==> src/rtl/isqrt_seq.sv <==
`default_nettype none
// ============================================================================
// Module   : isqrt_seq
// Purpose  : Bit-exact sequential integer square root, one root bit per cycle,
//            with valid/ready handshakes on input and output.
// Revision : 1.0 - initial release
// ============================================================================
module isqrt_seq #(
    parameter  int IN_W  = 16,
    localparam int OUT_W = IN_W / 2
) (
    input  logic             clk,
    input  logic             rst,
    input  logic             ena,
    input  logic             in_valid,
    output logic             in_ready,
    input  logic [IN_W-1:0]  in_data,
    output logic             out_valid,
    input  logic             out_ready,
    output logic [OUT_W-1:0] out_root,
    output logic [OUT_W:0]   out_rem,
    output logic             busy
);

    localparam int CNT_W = (OUT_W > 1) ? $clog2(OUT_W) : 1;
    localparam logic [CNT_W-1:0] LAST_CNT = CNT_W'(OUT_W - 1);

    generate
        if ((IN_W % 2) != 0 || IN_W < 4) begin : g_bad_in_w
            $error("isqrt_seq: IN_W must be even and >= 4");
        end
    endgenerate

    typedef enum logic [1:0] {
        IDLE = 2'd0,
        CALC = 2'd1,
        DONE = 2'd2
    } state_t;

    state_t             state_q;
    logic [CNT_W-1:0]   cnt_q;
    logic [IN_W-1:0]    op_q;
    logic [OUT_W-1:0]   root_q;
    logic [OUT_W+1:0]   rem_q;
    logic [OUT_W-1:0]   out_root_q;
    logic [OUT_W:0]     out_rem_q;
    logic               out_valid_q;
    logic               busy_q;

    logic [OUT_W+1:0]   rem_sh;
    logic [OUT_W+1:0]   trial;
    logic               fits;
    logic [OUT_W+1:0]   rem_d;
    logic [OUT_W-1:0]   root_d;

    // One restoring step: bring down the next two operand bits and try 4*root+1.
    always_comb begin
        rem_sh = {rem_q[OUT_W-1:0], op_q[IN_W-1 -: 2]};
        trial  = {root_q, 2'b01};
        fits   = (rem_sh >= trial);
        rem_d  = fits ? (rem_sh - trial) : rem_sh;
        root_d = {root_q[OUT_W-2:0], fits};
    end

    always_ff @(posedge clk) begin
        if (rst) begin
            state_q     <= IDLE;
            cnt_q       <= '0;
            op_q        <= '0;
            root_q      <= '0;
            rem_q       <= '0;
            out_root_q  <= '0;
            out_rem_q   <= '0;
            out_valid_q <= 1'b0;
            busy_q      <= 1'b0;
        end else if (ena) begin
            case (state_q)
                IDLE: begin
                    if (in_valid) begin
                        op_q    <= in_data;
                        root_q  <= '0;
                        rem_q   <= '0;
                        cnt_q   <= '0;
                        busy_q  <= 1'b1;
                        state_q <= CALC;
                    end
                end
                CALC: begin
                    op_q   <= {op_q[IN_W-3:0], 2'b00};
                    root_q <= root_d;
                    rem_q  <= rem_d;
                    cnt_q  <= cnt_q + 1'b1;
                    if (cnt_q == LAST_CNT) begin
                        // The final remainder never exceeds 2*root, so its top bit is always zero.
                        out_root_q  <= root_d;
                        out_rem_q   <= rem_d[OUT_W:0];
                        out_valid_q <= 1'b1;
                        state_q     <= DONE;
                    end
                end
                DONE: begin
                    if (out_ready) begin
                        out_valid_q <= 1'b0;
                        busy_q      <= 1'b0;
                        state_q     <= IDLE;
                    end
                end
                default: begin
                    out_valid_q <= 1'b0;
                    busy_q      <= 1'b0;
                    state_q     <= IDLE;
                end
            endcase
        end
    end

    assign in_ready  = (state_q == IDLE) && ena && !rst;
    assign out_valid = out_valid_q;
    assign out_root  = out_root_q;
    assign out_rem   = out_rem_q;
    assign busy      = busy_q;

endmodule
`default_nettype wire
==> config.mk <==
export PLATFORM = sky130hd
export DESIGN_NAME = isqrt_seq
export DESIGN_NICKNAME = d
export VERILOG_FILES = /design/src/rtl/isqrt_seq.sv
export SDC_FILE = /design/constraint.sdc
export NUM_CORES = 1
export LEC_CHECK = 0
export CORE_ASPECT_RATIO = 0.5
export CORE_MARGIN = 8
export CORE_UTILIZATION = 58
export DETAILED_ROUTE_END_ITERATION = 6
export GPL_TIMING_DRIVEN = 1
export PLACE_DENSITY = 0.91
export SLEW_MARGIN = 40
export SYNTH_ARGS = -nofsm -noshare
export SYNTH_HDL_FRONTEND = slang
export SYNTH_SLANG_ARGS = --single-unit
==> constraint.sdc <==
create_clock -name clk -period 5.5 [get_ports clk]
set_input_delay 0.55 -clock clk [delete_from_list [all_inputs] [get_ports clk]]
set_output_delay 0.55 -clock clk [all_outputs]
set_load 0.01 [all_outputs]
==> results.txt, run 1 <==
----------------------------------------------------
[Layout]
  Share of cells above drive strength 1 ... 5.71%
  Most common cell after layout, fill and taps aside ... sky130_fd_sc_hd__dfxtp_1
  Final-stage net count ... 400
  Antenna cell count ... 0
  Area added between synthesis and finish ... 17.6%
  Most frequent cells in the layout ... sky130_fd_sc_hd__dfxtp_1, sky130_fd_sc_hd__nand2_1, sky130_fd_sc_hd__clkdlybuf4s50_1

[Status]
  Result of the run ... finished clean

[Placed design]
  Final weighted congestion of routability-driven global placement ... 0.880
  Detailed placement HPWL ... 5260 um
  Input/output buffers ... 40

[Setup path]
  Crit path launch type ... primary input
  Cell mode on critical path ... sky130_fd_sc_hd__clkdlybuf4s50_1
  Worst-path fanout max ... 54
  Highest-delay cell along the critical path ... sky130_fd_sc_hd__clkdlybuf4s50_1
  Critical Setup Path Class ... primary input to primary output
  Maximum cell stage delay along the critical path ... 0.50 ns
  Setup crit end kind ... primary output
  Data arrival time of the worst path ... 2.05 ns
  Critical path buffer and inverter count ... 3
  Critical path, cell by cell ... clkdlybuf4s50_1 -> buf_4 -> nor3_1 -> clkdlybuf4s50_1
  CP Data Required Time ... 4.95 ns
  Cell family contributing the most delay on the critical path ... buffers and inverters

[Clock tree]
  Later-pin clock latency in the skew report ... 0.32 ns
  Clock Root Buffer ... sky130_fd_sc_hd__clkbuf_8
  Inserted Clock Buffers ... 5
  CTS tree ... built
  H-tree lvl count ... 2
  Hold-fix buffer count after cts ... 0
  Setup fix buffers added after clock tree synthesis ... 0
  Clock edge transition at the registers on the reported setup and hold paths ... 0.10 ns
  Maximum buffer depth of the clock tree ... 2
  Clock sinks ... 56
  Post-cts sizing count ... 0

[Yosys]
  Count of unique library cells instantiated by Yosys ... 48
  Total of flip-flops plus latches after synthesis ... 56
  Portion of the post-synthesis area used by sequential elements ... 40.0%
  Most used flip-flop cell after synthesis ... sky130_fd_sc_hd__dfxtp_1
  Area of the mapped netlist ... 2810 um^2
  Syn Inst Count ... 343
  Warning count from the yosys run ... 0
  Synthesized area divided by synthesized cell count ... 8.18 um^2
  Net count after synthesis ... 376
  Share of async-settable or async-resettable flops after synthesis ... 0%
  Number of enable-type register cells in the synthesized netlist ... 0

[Detailed routing]
  Final routed wirelength across all metal layers ... 7220 um
  Total vias in the final route ... 2710
  Per-cell via count in the routed design ... 6.19
  DR DRC count ... 0
  Antenna viol nets, final ... 0
  Pre-Repair DR Iteration Count ... 5
  Count of routing violations after the opening detailed-route iteration ... 308
  Average detailed-routed wire length per instance ... 16.5 um

[Timing]
  Upper clock frequency limit ... 0.385 GHz
  Final min period ... 2.60 ns
  Number of endpoints with negative hold slack in the final report ... 0
  Number of failing setup endpoints in the final timing report ... 0
  Minimum hold slack ... 0.458 ns
  Slew at the pin closest to its max-slew limit ... 0.704 ns
  Fin Clk Skew ... 0.0118 ns
  Unrepaired setup endpoints after global routing ... no
  Worst slew margin ... 52.9%
  Final cycle utilization of the critical path ... 47.2%
  Sum of negative setup slack ... 0 ns
  Number of pins exceeding their max-slew limit in the final report ... 0

[GRT]
  Via count of the first global-routing pass ... 2443
  Pin count of the biggest net entering global routing ... 55
  Total overflow reported by the global router ... 0
  Overall routing resource usage ... 19.3%
  Number of antenna violations at the first check in global routing ... 0
  Wire length of the first global-routing pass ... 11900 um

[Floorplanning]
  Floorplan Core Area ... 4800 um^2
  Core Rows ... 18
  Die area ... 7450 um^2
  Starting Density ... 58.5%
  Die Span Y ... 65.2 um
  Chip width ... 114 um
  Number of top-level pins ... 41

[Power]
  Worst voltage drop across the vdd grid ... 0.000118 V
  Total leakage power ... 1.14 nW
  Power density normalized to cell area ... 255 nW/um^2
  Post-layout power ... 0.840 mW

[Min path]
  Path category of the worst min-delay check ... register to register

[Run]
  Number of maximum-capacitance constraint violations ... 0

----------------------------------------------------
## report_power, final
group          internal [mW]  switching, mW
Clock                 0.0929          0.142
Combinational         0.0672          0.109
Sequential             0.418         0.0112
Total                  0.578          0.263
## final timing paths
path / start / end / slack (ns) / cells past startpoint
worst min-delay path: op_q[3] / op_q[3] / 0.46 / 2
worst max register to register: root_q[5] / rem_q[1] / 3.08 / 7
worst max-delay path: rst / in_ready / 2.90 / 4
worst min register to register: op_q[3] / op_q[3] / 0.46 / 2
## routing by layer
layer  up-vias  routed length [um]  GRT usage, %
li1       1293                   -             -
met1      1284                2990          24.0
met2       118                3560          33.6
met3        15                 567          4.20
met4         0                 112          5.09
met5         -                   0             0
## cells in the mapped netlist (2+ instances only)
library cell / instances / share of area [%]
sky130_fd_sc_hd__buf_1: 2 / 0.27
sky130_fd_sc_hd__a32o_1: 4 / 1.4
sky130_fd_sc_hd__o21ai_0: 19 / 3.4
sky130_fd_sc_hd__nor2_1: 29 / 3.9
sky130_fd_sc_hd__a31oi_1: 4 / 0.89
sky130_fd_sc_hd__a21oi_1: 37 / 6.6
sky130_fd_sc_hd__nand4_1: 4 / 0.89
sky130_fd_sc_hd__nand2_1: 48 / 6.4
sky130_fd_sc_hd__nor3_1: 5 / 0.89
sky130_fd_sc_hd__nand3_1: 7 / 1.2
sky130_fd_sc_hd__o31ai_1: 5 / 1.3
sky130_fd_sc_hd__nor2b_1: 3 / 0.67
sky130_fd_sc_hd__buf_2: 12 / 2.1
sky130_fd_sc_hd__dfxtp_1: 56 / 40
sky130_fd_sc_hd__o211ai_1: 5 / 1.3
sky130_fd_sc_hd__nor4_1: 2 / 0.45
sky130_fd_sc_hd__inv_1: 13 / 1.7
sky130_fd_sc_hd__a22oi_1: 9 / 2.4
sky130_fd_sc_hd__nand2b_1: 6 / 1.3
sky130_fd_sc_hd__a211oi_1: 3 / 0.80
sky130_fd_sc_hd__buf_4: 3 / 0.80
sky130_fd_sc_hd__xor2_1: 2 / 0.62
sky130_fd_sc_hd__nand3b_1: 2 / 0.54
sky130_fd_sc_hd__ha_1: 12 / 5.4
sky130_fd_sc_hd__clkbuf_1: 7 / 0.94
sky130_fd_sc_hd__o21bai_1: 2 / 0.54
sky130_fd_sc_hd__xnor2_1: 2 / 0.62
sky130_fd_sc_hd__a32oi_1: 2 / 0.62
sky130_fd_sc_hd__or3_1: 4 / 0.89
sky130_fd_sc_hd__and3b_1: 2 / 0.62
sky130_fd_sc_hd__nor3b_1: 2 / 0.54
sky130_fd_sc_hd__o221ai_1: 14 / 4.4
## kinds of logic (layout without fill, tap and decap cells)
logic type	after synthesis	after routing	share of synthesized area, %
mux	1	1	0.357
simple gates	118	118	19.4
flops	56	56	40.0
buf+inv	37	62	5.89
compound gates	115	115	27.8
fa+ha+maj	12	12	5.35
xor+xnor	4	4	1.25
## worst min-delay path, delay by kind of cell, from the launching register on
family	cells	cell delay, ns
AO/OA/AOI/OAI	1	0.05
flip-flops	1	0.32
AND/OR/NAND/NOR	1	0.05
## per-stage QoR
step / utilization [%] / setup WS, ns / instances / area, um^2
detailed placement: 66.8 / 2.68 / 430 / 3200
finish: 68.8 / 2.90 / 438 / 3300
CTS: 68.8 / 2.91 / 438 / 3300
global route: 68.8 / 2.78 / 438 / 3300
floorplan: - / 3.56 / 343 / 2810
global placement: 66.4 / 2.79 / 430 / 3180
## registers in the layout, summed over array words and instances (netlist names)
name	cells
op_q	16
out_rem	9
out_root	8
rem_q	8
root_q	8
cnt_q	3
state_q	2
busy	1
out_valid	1
## cell type report
class,instances,area [um^2]
Tap cell,70,87.6
Inverter,13,48.8
Timing Repair Buffer,41,408
Sequential cell,56,1120
Clock buffer,5,68.8
Multi-Input combinational cell,250,1540
Clock inverter,3,26.3
Fill cell,384,1500
Note: power is estimated with default switching activity, not from simulation.
==> inputs of run 2 (changes only) <==
--- a/config.mk
+++ b/config.mk
@@ -7,10 +7,10 @@
 export LEC_CHECK = 0
 export CORE_ASPECT_RATIO = 0.5
 export CORE_MARGIN = 8
-export CORE_UTILIZATION = 58
+export CORE_UTILIZATION = 49
 export DETAILED_ROUTE_END_ITERATION = 6
 export GPL_TIMING_DRIVEN = 1
-export PLACE_DENSITY = 0.91
+export PLACE_DENSITY = 0.83
 export SLEW_MARGIN = 40
 export SYNTH_ARGS = -nofsm -noshare
 export SYNTH_HDL_FRONTEND = slang
==> constraint.sdc (replaced) <==
create_clock -name clk -period 2.12 [get_ports clk]
set_input_delay 0.212 -clock clk [delete_from_list [all_inputs] [get_ports clk]]
set_output_delay 0.212 -clock clk [all_outputs]
set_load 0.01 [all_outputs]
==> run 2 against run 1 <==
- worst hold slack about the same
- setup slack got worse by 2.8 ns
- cell count up 5.9%
- sequential power rose to 2.6 times the previous value
- register-to-register slack worse by 3.0 ns
- combinational power grew to 3.1 times the previous value
- critical endpoint is now rem_q[2]
- highest routed layer unchanged
- clock power grew to 3.7 times the previous value
- flip-flop and latch count unchanged
==> results.txt, run 2 (synthesized netlist as in run 1, its figures left out) <==
----------------------------------------------------
[Status]
  Result of the run ... finished clean

[Timing]
  Number of failing setup endpoints in the final timing report ... 0
  Number of endpoints with negative hold slack in the final report ... 0
  Final cycle utilization of the critical path ... 95.6%
  Number of pins exceeding their max-slew limit in the final report ... 0
  Unrepaired setup endpoints after global routing ... no
  Fin Clk Skew ... 0.00645 ns
  Sum of negative setup slack ... 0 ns
  Upper clock frequency limit ... 0.494 GHz
  Worst slew margin ... 60.6%
  Minimum hold slack ... 0.458 ns
  Slew at the pin closest to its max-slew limit ... 0.588 ns
  Final min period ... 2.03 ns

[Detailed routing]
  Antenna viol nets, final ... 0
  Final routed wirelength across all metal layers ... 7930 um
  Pre-Repair DR Iteration Count ... 5
  Count of routing violations after the opening detailed-route iteration ... 347
  Average detailed-routed wire length per instance ... 17.1 um
  Per-cell via count in the routed design ... 6.10
  Total vias in the final route ... 2829
  DR DRC count ... 0

[Clock tree]
  Maximum buffer depth of the clock tree ... 2
  Clock edge transition at the registers on the reported setup and hold paths ... 0.08 ns
  Hold-fix buffer count after cts ... 0
  Clock Root Buffer ... sky130_fd_sc_hd__clkbuf_16
  CTS tree ... built
  H-tree lvl count ... 2
  Clock sinks ... 56
  Later-pin clock latency in the skew report ... 0.29 ns
  Inserted Clock Buffers ... 5

[Floorplanning]
  Number of top-level pins ... 41
  Floorplan Core Area ... 5520 um^2
  Core Rows ... 19
  Starting Density ... 50.9%
  Chip width ... 123 um
  Die area ... 8550 um^2
  Die Span Y ... 69.5 um

[Layout]
  Most common cell after layout, fill and taps aside ... sky130_fd_sc_hd__dfxtp_1
  Area added between synthesis and finish ... 28.1%
  Max reg flops ... 16
  Final-stage net count ... 423
  Fillers ... 435
  Post-Layout Cell Count ... 464
  Layout Cell Area excl Fill ... 3590 um^2
  Antenna cell count ... 0
  Most frequent cells in the layout ... sky130_fd_sc_hd__dfxtp_1, sky130_fd_sc_hd__nand2_1, sky130_fd_sc_hd__clkdlybuf4s50_1
  Top register by number of flip-flops ... op_q
  Share of cells above drive strength 1 ... 13.3%

[Setup path]
  Highest-delay cell along the critical path ... sky130_fd_sc_hd__dfxtp_1
  Maximum cell stage delay along the critical path ... 0.36 ns
  Worst setup path end ... rem_q[2]
  Crit Reg-Reg Endpoint ... rem_q[2]
  Worst r2r src ... root_q[6]
  Cells on worst reg2reg path ... 7
  Crit path launch type ... register
  Worst R2R Setup Slack ... 0.09 ns
  Data arrival time of the worst path ... 2.21 ns
  Setup crit end kind ... register
  Critical path, cell by cell ... inv_1 -> ha_1 -> nand2_1 -> o21ai_0 -> a31o_2 -> or3_1 -> a32o_1
  Critical Setup Path Class ... register to register
  Worst-path fanout max ... 7
  Source of the critical timing path ... root_q[6]
  CP Data Required Time ... 2.30 ns

[Run]
  Number of maximum-capacitance constraint violations ... 0

[GRT]
  Pin count of the biggest net entering global routing ... 54
  Via count of the first global-routing pass ... 2603
  Total overflow reported by the global router ... 0
  Wire length of the first global-routing pass ... 12700 um
  Overall routing resource usage ... 17.6%
  Number of antenna violations at the first check in global routing ... 0

[Placed design]
  Input/output buffers ... 40
  Instance area at placement ... 3310 um^2
  Detailed placement HPWL ... 5340 um
  Final weighted congestion of routability-driven global placement ... 0.975
  Post-Place Cells ... 448

[Min path]
  Path category of the worst min-delay check ... register to register

[Power]
  Post-layout power ... 2.53 mW
  Worst voltage drop across the vdd grid ... 0.000421 V
  Power density normalized to cell area ... 704 nW/um^2
  Total leakage power ... 1.30 nW

----------------------------------------------------
[run 2: changes by cell type in the layout (fill, tap and decap cells not counted), moves of 2 or more]
cell	delta
sky130_fd_sc_hd__ha_4	+3
sky130_fd_sc_hd__dfxtp_2	+3
sky130_fd_sc_hd__dfxtp_1	-3
sky130_fd_sc_hd__clkbuf_16	+5
sky130_fd_sc_hd__buf_4	+21
sky130_fd_sc_hd__ha_2	+2
sky130_fd_sc_hd__clkbuf_8	-4
sky130_fd_sc_hd__ha_1	-5
sky130_fd_sc_hd__clkinvlp_4	-2
[run 2: how the worst min path moves through the flow]
| stage | start | endpoint | cells past startpoint |
|---|---|---|---|
| floorplan | ena | state_q[1] | 2 |
| global placement | op_q[10] | op_q[10] | 2 |
| detailed placement | busy | busy | 2 |
| CTS | busy | busy | 2 |
| global route | op_q[12] | op_q[12] | 2 |
| finish | busy | busy | 2 |
[run 2: metal layers]
layer | wire length, um | up-vias | GRT usage (%)
met5 | 0 | - | 0
met4 | 127 | 0 | 3.58
met3 | 556 | 18 | 3.49
met2 | 3790 | 131 | 29.5
met1 | 3460 | 1342 | 22.9
li1 | - | 1338 | -
[run 2: worst max-delay path: cells and delay by family, from the launching register on]
kind	cells	cell delay [ns]
AO/OA/AOI/OAI	3	0.69
flip-flops	1	0.36
buffers and inverters	1	0.06
adder cells (fa/ha/maj)	1	0.34
AND/OR/NAND/NOR	2	0.46
[run 2: cell type report]
class / instances / area [um^2] / area share, %
Timing Repair Buffer: 64 / 597 / 16.6
Multi-Input combinational cell: 250 / 1580 / 44.0
Sequential cell: 56 / 1120 / 31.3
Tap cell: 73 / 91.3 / 2.54
Clock inverter: 2 / 13.8 / 0.383
Clock buffer: 6 / 139 / 3.86
Inverter: 13 / 48.8 / 1.36
[run 2: timing repair]
action                                  CTS  global route
pin swaps                                 0             2
endpoints found under the setup margin    2            11
setup buffers                             5             3
gates resized for setup                   2            12
[run 2: power by group]
group / total (mW) / internal [mW] / switching [mW]
clock: 0.866 / 0.474 / 0.392
combinational: 0.554 / 0.243 / 0.312
sequential: 1.11 / 1.08 / 0.0272
[run 2: through the flow]
step | util [%] | setup WS (ns)
global route | 65.2 | 0.00378
detailed placement | 60.1 | -0.0729
floorplan | - | 0.176
global placement | 60.1 | 0.0881
finish | 65.2 | 0.0938
CTS | 63.6 | 0.0118
==> inputs of run 3 (changes only) <==
--- a/config.mk
+++ b/config.mk
@@ -6,11 +6,10 @@
 export NUM_CORES = 1
 export LEC_CHECK = 0
 export CORE_ASPECT_RATIO = 0.5
-export CORE_MARGIN = 8
-export CORE_UTILIZATION = 49
+export CORE_UTILIZATION = 58
 export DETAILED_ROUTE_END_ITERATION = 6
 export GPL_TIMING_DRIVEN = 1
-export PLACE_DENSITY = 0.83
+export PLACE_DENSITY = 0.91
 export SLEW_MARGIN = 40
 export SYNTH_ARGS = -nofsm -noshare
 export SYNTH_HDL_FRONTEND = slang
==> constraint.sdc (replaced) <==
create_clock -name clk -period 2.55 [get_ports clk]
set_input_delay 0.255 -clock clk [delete_from_list [all_inputs] [get_ports clk]]
set_output_delay 0.255 -clock clk [all_outputs]
set_load 0.01 [all_outputs]
==> run 3 against run 2 <==
- global-route usage increased by 9.7 points
- utilization increased by 8.6 points
- register-to-register slack improved by 0.27 ns
- critical path type unchanged
- design area decreased by 7.4%
- non-clock buffer count decreased by 16
- fmax decreased by 7.5%
- clock skew increased by 0.0011 ns
- flip-flop and latch count unchanged
- die area decreased by 40%
- cell count decreased by 5.0%
- largest power group unchanged
==> results.txt, run 3 (synthesized netlist as in run 1, its figures left out) <==
----------------------------------------------------
[Status]
  Result of the run ... finished clean

[Setup path]
  Cells on worst reg2reg path ... 7
  Critical Setup Path Class ... register to register
  Worst R2R Setup Slack ... 0.36 ns
  CP Data Required Time ... 2.76 ns
  Worst-path fanout max ... 16
  Worst r2r src ... root_q[4]
  Crit Reg-Reg Endpoint ... rem_q[1]
  Data arrival time of the worst path ... 2.40 ns
  Setup crit end kind ... register
  Crit path launch type ... register

[Timing]
  Fin Clk Skew ... 0.00758 ns
  Upper clock frequency limit ... 0.457 GHz
  Final cycle utilization of the critical path ... 85.9%
  Worst slew margin ... 59.9%
  Slew at the pin closest to its max-slew limit ... 0.599 ns
  Sum of negative setup slack ... 0 ns
  Minimum hold slack ... 0.459 ns
  Unrepaired setup endpoints after global routing ... no
  Final min period ... 2.19 ns
  Number of pins exceeding their max-slew limit in the final report ... 0
  Number of failing setup endpoints in the final timing report ... 0
  Number of endpoints with negative hold slack in the final report ... 0

[Detailed routing]
  Per-cell via count in the routed design ... 6.14
  Total vias in the final route ... 2708
  Average detailed-routed wire length per instance ... 15.4 um
  DR DRC count ... 0
  Antenna viol nets, final ... 0
  Final routed wirelength across all metal layers ... 6810 um
  Pre-Repair DR Iteration Count ... 5
  Count of routing violations after the opening detailed-route iteration ... 214

[Clock tree]
  Setup fix buffers added after clock tree synthesis ... 0
  Later-pin clock latency in the skew report ... 0.32 ns
  Post-cts sizing count ... 0
  Clock sinks ... 56
  Clock Root Buffer ... sky130_fd_sc_hd__clkbuf_8
  CTS tree ... built
  H-tree lvl count ... 2
  Hold-fix buffer count after cts ... 0
  Clock edge transition at the registers on the reported setup and hold paths ... 0.10 ns
  Inserted Clock Buffers ... 5
  Maximum buffer depth of the clock tree ... 2

[Layout]
  Most common cell after layout, fill and taps aside ... sky130_fd_sc_hd__dfxtp_1
  Fillers ... 334
  Area added between synthesis and finish ... 18.6%
  Share of cells above drive strength 1 ... 6.67%
  Antenna cell count ... 0
  Final-stage net count ... 407
  Most frequent cells in the layout ... sky130_fd_sc_hd__dfxtp_1, sky130_fd_sc_hd__nand2_1, sky130_fd_sc_hd__clkdlybuf4s50_1
  Layout Cell Area excl Fill ... 3330 um^2
  Top register by number of flip-flops ... op_q
  Max reg flops ... 16

[Power]
  Seq pwr share ... 51.0%
  Total leakage power ... 1.17 nW
  Clock share of power ... 27.7%
  Reported net switching power ... 0.558 mW
  Cell-internal power ... 1.25 mW
  Combinational fraction of design power ... 21.3%
  Net switching share of the total power ... 30.8%
  Power density normalized to cell area ... 545 nW/um^2
  Worst voltage drop across the vdd grid ... 0.000275 V

[Placed design]
  Instance area at placement ... 3230 um^2
  Detailed placement HPWL ... 4770 um
  Input/output buffers ... 40
  Final weighted congestion of routability-driven global placement ... 0.970

[GRT]
  Via count of the first global-routing pass ... 2324
  Pin count of the biggest net entering global routing ... 54
  Overall routing resource usage ... 27.4%
  Number of antenna violations at the first check in global routing ... 0
  Wire length of the first global-routing pass ... 10800 um
  Total overflow reported by the global router ... 0

[Floorplanning]
  Floorplan Core Area ... 4510 um^2
  Die Span Y ... 51.2 um
  Starting Density ... 62.2%
  Chip width ... 100 um
  Die area ... 5140 um^2
  Number of top-level pins ... 41
  Core Rows ... 17

[Run]
  Number of maximum-capacitance constraint violations ... 0

[Min path]
  Worst Hold Depth ... 2
  Hold-critical path endpoint ... op_q[2]
  Path category of the worst min-delay check ... register to register
  Start point of the worst min-delay path ... op_q[2]

----------------------------------------------------
run 3: cell count changes in the layout (fill, tap and decap cells not counted), sizes merged:
cell,delta
buf,-16
clkinvlp,+2
clkbuf,-1
clkinv,-1
run 3: worst max-delay path by stage:
stage	startpoint	endpoint	slack (ns)	depth (start not counted)
final	root_q[4]	rem_q[1]	0.36	7
after global routing	root_q[2]	out_rem[7]	0.27	7
after CTS	root_q[2]	out_rem[7]	0.40	7
after detailed placement	root_q[4]	rem_q[1]	0.45	7
after global placement	root_q[1]	rem_q[2]	0.50	7
after floorplan	root_q[1]	rem_q[2]	0.61	7
run 3: power by group through the flow:
stage / logic [mW] / registers [mW] / clock network, mW
global route: 0.421 / 0.928 / 0.553
detailed placement: 0.376 / 0.944 / 0
CTS: 0.379 / 0.924 / 0.512
floorplan: 0.281 / 0.935 / 0
finish: 0.386 / 0.925 / 0.502
global placement: 0.366 / 0.942 / 0
run 3: per-stage QoR:
stage          power, mW  util (%)  std cells  setup slack [ns]
4_1_cts             1.81      73.8        441             0.403
6_report            1.81      73.8        441             0.360
3_3_place_gp        1.31      71.7        433             0.504
3_5_place_dp        1.32      71.7        433             0.446
5_1_grt             1.90      73.8        441             0.273
2_1_floorplan       1.22         -        343             0.606
run 3: layer usage:
metal / global-route usage (%) / wire, um / share of wire (%) / vias to the layer above
li1: - / - / - / 1297
met4: 9.42 / 103 / 1.5 / 0
met5: 0 / 0 / 0 / -
met2: 43.4 / 3090 / 45 / 110
met1: 37.5 / 3100 / 46 / 1292
met3: 5.47 / 511 / 7.5 / 9
run 3: critical path: stages, from the launching register on:
cell and delay (ns):
sky130_fd_sc_hd__dfxtp_1 0.39, sky130_fd_sc_hd__inv_1 0.06, sky130_fd_sc_hd__ha_1 0.44, sky130_fd_sc_hd__nand4_1 0.17, sky130_fd_sc_hd__nor2_1 0.20, sky130_fd_sc_hd__a31o_2 0.36, sky130_fd_sc_hd__o21ai_0 0.18, sky130_fd_sc_hd__a32o_1 0.29
run 3: layout make-up:
class                   count  area [um^2]  share of cell area, %
multi-input cells         250         1520                   45.7
flip-flops and latches     56         1120                   33.7
repair buffers             48          460                   13.8
well taps                  66         82.6                   2.48
clock buffers               5         68.8                   2.07
inverters                  13         48.8                   1.47
clock inverters             3         26.3                  0.790
